`src/rtl/csr_wr_sched.sv`:
```
// csr_wr_sched
//   Owns the single CSR-file write port. In IDLE it forwards the writeback
//   CSR write. On a trap request it replays the trap-entry sequence:
//   mepc, mcause, optional mtval, then mstatus. On an MRET request it writes
//   mstatus once. The pipeline is held (stall_o) while a sequence is active.
//
// Parameters
//   XLEN      : CSR data width
//   HAS_MTVAL : 1 includes the mtval write step, 0 skips it
//
// Ports
//   clk_i, rst_n_i             : clock (rising edge), async active-low reset
//   wb_csr_we_i/waddr_i/wdata_i : writeback-stage CSR write request
//   trap_req_i                  : one-cycle trap-entry request
//   trap_mepc_i/mcause_i/mtval_i: trap operands, sampled with trap_req_i
//   mret_req_i                  : one-cycle MRET request
//   mstatus_i                   : current mstatus from the CSR file
//   csr_we_o/waddr_o/wdata_o    : registered CSR-file write port
//   stall_o                     : pipeline hold, high whenever not IDLE
//   trap_done_o / mret_done_o   : one-cycle pulses with the final mstatus write
module csr_wr_sched #(
  parameter int XLEN      = 32,
  parameter bit HAS_MTVAL = 1'b1
) (
  input  logic            clk_i,
  input  logic            rst_n_i,
  input  logic            wb_csr_we_i,
  input  logic [11:0]     wb_csr_waddr_i,
  input  logic [XLEN-1:0] wb_csr_wdata_i,
  input  logic            trap_req_i,
  input  logic [XLEN-1:0] trap_mepc_i,
  input  logic [XLEN-1:0] trap_mcause_i,
  input  logic [XLEN-1:0] trap_mtval_i,
  input  logic            mret_req_i,
  input  logic [XLEN-1:0] mstatus_i,
  output logic            csr_we_o,
  output logic [11:0]     csr_waddr_o,
  output logic [XLEN-1:0] csr_wdata_o,
  output logic            stall_o,
  output logic            trap_done_o,
  output logic            mret_done_o
);

  localparam logic [11:0] ADDR_MSTATUS = 12'h300;
  localparam logic [11:0] ADDR_MEPC    = 12'h341;
  localparam logic [11:0] ADDR_MCAUSE  = 12'h342;
  localparam logic [11:0] ADDR_MTVAL   = 12'h343;

  typedef enum logic [2:0] {
    IDLE,
    W_MEPC,
    W_MCAUSE,
    W_MTVAL,
    W_MSTATUS,
    M_MSTATUS
  } state_t;

  state_t          state_q;
  logic [XLEN-1:0] mepc_q;
  logic [XLEN-1:0] mcause_q;
  logic [XLEN-1:0] mtval_q;

  // Trap entry: MPIE <= MIE, MIE <= 0, MPP <= M-mode.
  function automatic logic [XLEN-1:0] trap_mstatus(input logic [XLEN-1:0] m_in);
    logic [XLEN-1:0] m;
    m        = m_in;
    m[7]     = m_in[3];
    m[3]     = 1'b0;
    m[12:11] = 2'b11;
    return m;
  endfunction

  // MRET: MIE <= MPIE, MPIE <= 1.
  function automatic logic [XLEN-1:0] mret_mstatus(input logic [XLEN-1:0] m_in);
    logic [XLEN-1:0] m;
    m    = m_in;
    m[3] = m_in[7];
    m[7] = 1'b1;
    return m;
  endfunction

  assign stall_o = (state_q != IDLE);

  always_ff @(posedge clk_i or negedge rst_n_i) begin
    if (!rst_n_i) begin
      state_q     <= IDLE;
      mepc_q      <= '0;
      mcause_q    <= '0;
      mtval_q     <= '0;
      csr_we_o    <= 1'b0;
      csr_waddr_o <= 12'h000;
      csr_wdata_o <= '0;
      trap_done_o <= 1'b0;
      mret_done_o <= 1'b0;
    end else begin
      // Every cycle defaults to an idle write port; states override below.
      csr_we_o    <= 1'b0;
      csr_waddr_o <= 12'h000;
      csr_wdata_o <= '0;
      trap_done_o <= 1'b0;
      mret_done_o <= 1'b0;

      unique case (state_q)
        IDLE: begin
          // The writeback write belongs to an older instruction, so it is
          // committed even in the cycle a trap is accepted.
          if (wb_csr_we_i) begin
            csr_we_o    <= 1'b1;
            csr_waddr_o <= wb_csr_waddr_i;
            csr_wdata_o <= wb_csr_wdata_i;
          end
          if (trap_req_i) begin
            mepc_q   <= trap_mepc_i;
            mcause_q <= trap_mcause_i;
            mtval_q  <= trap_mtval_i;
            state_q  <= W_MEPC;
          end else if (mret_req_i) begin
            state_q  <= M_MSTATUS;
          end
        end

        W_MEPC: begin
          csr_we_o    <= 1'b1;
          csr_waddr_o <= ADDR_MEPC;
          csr_wdata_o <= mepc_q;
          state_q     <= W_MCAUSE;
        end

        W_MCAUSE: begin
          csr_we_o    <= 1'b1;
          csr_waddr_o <= ADDR_MCAUSE;
          csr_wdata_o <= mcause_q;
          state_q     <= HAS_MTVAL ? W_MTVAL : W_MSTATUS;
        end

        W_MTVAL: begin
          csr_we_o    <= 1'b1;
          csr_waddr_o <= ADDR_MTVAL;
          csr_wdata_o <= mtval_q;
          state_q     <= W_MSTATUS;
        end

        // mstatus_i is read here, late enough that a writeback write issued
        // alongside the trap request has already landed in the CSR file.
        W_MSTATUS: begin
          csr_we_o    <= 1'b1;
          csr_waddr_o <= ADDR_MSTATUS;
          csr_wdata_o <= trap_mstatus(mstatus_i);
          trap_done_o <= 1'b1;
          state_q     <= IDLE;
        end

        M_MSTATUS: begin
          csr_we_o    <= 1'b1;
          csr_waddr_o <= ADDR_MSTATUS;
          csr_wdata_o <= mret_mstatus(mstatus_i);
          mret_done_o <= 1'b1;
          state_q     <= IDLE;
        end

        default: state_q <= IDLE;
      endcase
    end
  end

endmodule

```
`config.mk`:
```
export PLATFORM = sky130hd
export DESIGN_NAME = csr_wr_sched
export DESIGN_NICKNAME = d
export VERILOG_FILES = /design/src/rtl/csr_wr_sched.sv
export SDC_FILE = /design/constraint.sdc
export NUM_CORES = 1
export LEC_CHECK = 0
export ABC_AREA = 1
export ABC_CLOCK_PERIOD_IN_PS = 1630
export BUFFER_PORTS_ARGS = -buffer_cell sky130_fd_sc_hd__buf_2
export CORE_MARGIN = 2
export CORE_UTILIZATION = 35
export CTS_CLUSTER_DIAMETER = 100
export DETAILED_ROUTE_END_ITERATION = 16
export MAX_ROUTING_LAYER = met4
export PLACE_DENSITY = 0.56
export SYNTH_ARGS = -nofsm -noshare
export SYNTH_HDL_FRONTEND = slang
export SYNTH_SLANG_ARGS = --single-unit
export TNS_END_PERCENT = 50
```
`constraint.sdc`:
```
create_clock -name clk_i -period 1.63 [get_ports clk_i]
set_clock_uncertainty 0.05 [all_clocks]
set_input_delay 0.163 -clock clk_i [delete_from_list [all_inputs] [get_ports clk_i]]
set_output_delay 0.163 -clock clk_i [all_outputs]
set_load 0.005 [all_outputs]
```
==> metrics.md <==
| Metric | Value |
|---|---|
| Outcome | finished clean |
| CP delay by family, top | flip-flops |
| Met1 usage | 0.322 |
| Syn nets | about 1200 |
| CP Buf/Inv Count | 2 |
| Headroom to the max-slew limit | 0.760 |
| Crit Path Max Fanout | 20 |
| Hold EP | csr_wdata_o[0] |
| FF-to-FF End | mepc_q[6] |
| M3 GR Usage | 0.0358 |
| Die Span X | ~150 µm |
| Fin. Hold Viols | 0 |
| RR Startpoint | state_q[0] |
| Final std cells w/o fill | 1575 |
| Met2 usage | 0.355 |
| Worst-Skew Late Latency | about 0.43 ns |
| Avg WL per Cell | 15.6 µm |
| Area Overhead vs Synth | 46.9% |
| Endpoints failing setup | 0 |
| Slowest CP cell | dfrtp_2 |
| Placed cell count | 1426 |
| Hold Crit Start | mstatus_i[0] |
| Fmax | between 0.6 and 0.7 GHz |
| Clock Path Buffers | 2 |
| Vias in the first global route | between 7000 and 8000 |
| Final Critical Period | about 1.6 ns |
| Worst-margin pin slew | roughly 0.36 ns |
| Crit path launch type | flop |
| Initial antenna violation count | 1 |
| Core ar. | 20200 µm² |
| RD Place Congestion | around 0.86 |
| Row cnt | between 50 and 60 |
| Crit Path Category | reg -> out |
| Flop2flop setup slack | ~0.060 ns |
| Max-cap violations | 0 |
| Most common cell after layout, fill and taps aside | nand2_1 |
| ANT nets after route | 0 |
| DP Wirelength | 16000 µm |
| Cells after synthesis | between 900 and 1000 |
| Slew Viols, Final | 0 |
| Worst Hold Class | in -> reg |
| First-pass GRT wire length | 38200 µm |
| Mapped Area | 7230 µm² |
| Seq cells post-synth | 146 |
| CP Data Required Time | approximately 1.4 ns |
| Drt via density | ~4.7 |
| CTS sink cnt | about 150 |
| Hold Crit Depth | 5 |
| Overall via count from detail_route | around 7300 |
| Cell Pwr Density | about 1700 nW/µm² |
| Reg2Reg Depth | 8 |
| Layout cells sized above 1 | 0.230 |
| Worst path cell trace | nor2_8 -> nand2_4 -> buf_12 -> buf_2 |
| Initial Util | 0.357 |
| Most frequent cells in the layout | nand2_1 (341), buf_2 (223), dfrtp_1 (144), dlygate4sd3_1 (110), inv_1 (101) |
| Largest net degree at the start of global routing | ~70 |
| DR DRC count | 0 |
| Crit path largest cell delay | approximately 0.44 ns |
| Die H | around 150 µm |
| Peak VDD IR | a little over 0.0009 V |
| Period Utilization, post-route | 0.972 |
| GRT Overall Usage | 0.232 |
| Leakage | slightly below 6 nW |
| Worst setup EP type | output pin |
| CTS H-tree depth | 4 |
| Drt pass-1 iters | 6 |
| Worst hold margin | 0.0131 ns |
| Pre-CTS setup slack | between 0.07 and 0.08 ns |
| IO Pins | between 200 and 250 |
| Final worst slack | 0.0451 ns |
| Routed WL | 24600 µm |
| Synth warn | 0 |
| Fin nets | 1469 |
| Die ar. | ~22000 µm² |
| GR peak layer | met2 |
| Syn_area_per_cell | around 7.4 µm² |
| Iter 0 DRT Violations | approximately 540 |
| Total gr overflow | 0 |
| Reg clk slew, reported paths | about 0.06 ns |
| TritonCTS buffer count | 17 |
| WP data arrival | 1.37 ns |
| Tot Pwr | between 15 and 20 mW |
| Post-synthesis sequential area ratio | 0.505 |
| CTS tree | yes |
| # port buffers | between 200 and 250 |
| Post-synth cell types | 20 |
| Root buffer cell | clkbuf_16 |
-- routing by layer --
layer | wire length, µm | vias up
li1 | - | 3679
met1 | 11500 | 3414
met2 | 11600 | 211
met3 | 1150 | 26
met4 | 379 | 0
met5 | 0 | -
-- worst max path at each step --
stage,end,startpoint,cells after the start,slack (ns)
final,stall_o,state_q[0],4,0.05
after global routing,mcause_q[27],state_q[0],8,-0.01
after CTS,stall_o,state_q[1],4,0.03
after detailed placement,csr_waddr_o[8],state_q[2],6,0.08
after global placement,csr_waddr_o[8],state_q[1],4,0.10
after floorplan,mcause_q[30],state_q[1],7,0.23
-- per-stage QoR --
stage,instance area [µm²],utilization,setup TNS [ns]
after floorplan,7230,-,0
after global placement,8700,0.430,0
after detailed placement,8700,0.430,0
after global routing,10600,0.525,-0.0193
after CTS,10500,0.520,0
final,10600,0.525,0
-- Yosys cell counts --
cell type / instances / area (µm²)
nand2_1: 342 / 1280
inv_2: 4 / 15.0
buf_2: 32 / 160
dfrtp_1: 146 / 3650
o22ai_1: 1 / 6.26
nand3_1: 99 / 495
nor3_1: 1 / 5.00
nor2_8: 1 / 20.0
o21ai_1: 12 / 60.1
buf_6: 6 / 67.6
inv_1: 101 / 379
buf_1: 7 / 26.3
nand2_4: 1 / 11.3
nor2_4: 2 / 22.5
clkbuf_1: 25 / 93.8
nor2_1: 75 / 282
buf_4: 1 / 7.51
a21oi_1: 3 / 15.0
nand4_1: 32 / 200
o21ai_0: 85 / 425
-- what timing repair did --
action | CTS | global route
endpoints found under the hold margin | 255 | 0
hold buffers | 110 | 0
endpoints found under the setup margin | 1 | 43
pin swaps | 0 | 2
gates resized for setup | 6 | 9
cloned | 1 | 2
buffers inserted | 3 | 1
-- flip-flops by register name, indices dropped and copies added (netlist names) --
name         cells
csr_wdata_o     32
mcause_q        32
mepc_q          32
mtval_q         32
csr_waddr_o     12
state_q          3
csr_we_o         1
mret_done_o      1
trap_done_o      1
-- cells by family (layout without fill, tap and decap cells) --
family | Yosys count | count (layout) | synth area share
AOI/OAI and AO/OA | 101 | 101 | 0.0701
buffers and inverters | 176 | 504 | 0.104
DFF | 146 | 146 | 0.505
other | 0 | 1 | 0
and+or+nand+nor | 553 | 553 | 0.321
-- tightest hold or removal path, cell delays in order --
cell	delay, ns
buf_2	0.07
inv_1	0.04
nor2_1	0.09
nor2_1	0.05
nand2_1	0.04
-- area by class of cell --
class / count / area [µm²]
well taps: 270 / 338
diodes: 1 / 2.50
flip-flops and latches: 146 / 3660
repair buffers: 368 / 2730
clock inverters: 10 / 206
inverters: 105 / 397
multi-input cells: 654 / 2840
fillers: 1968 / 9620
clock buffers: 21 / 450
-- power by group --
| group | internal (mW) | leakage [nW] | switching (mW) |
|---|---|---|---|
| registers | 5.28 | 1.83 | 0.757 |
| logic | 2.79 | 3.80 | 4.54 |
| clock network | 2.90 | 0.317 | 1.52 |
| total | 11.0 | 5.94 | 6.82 |
(Power assumes the default switching activity.)
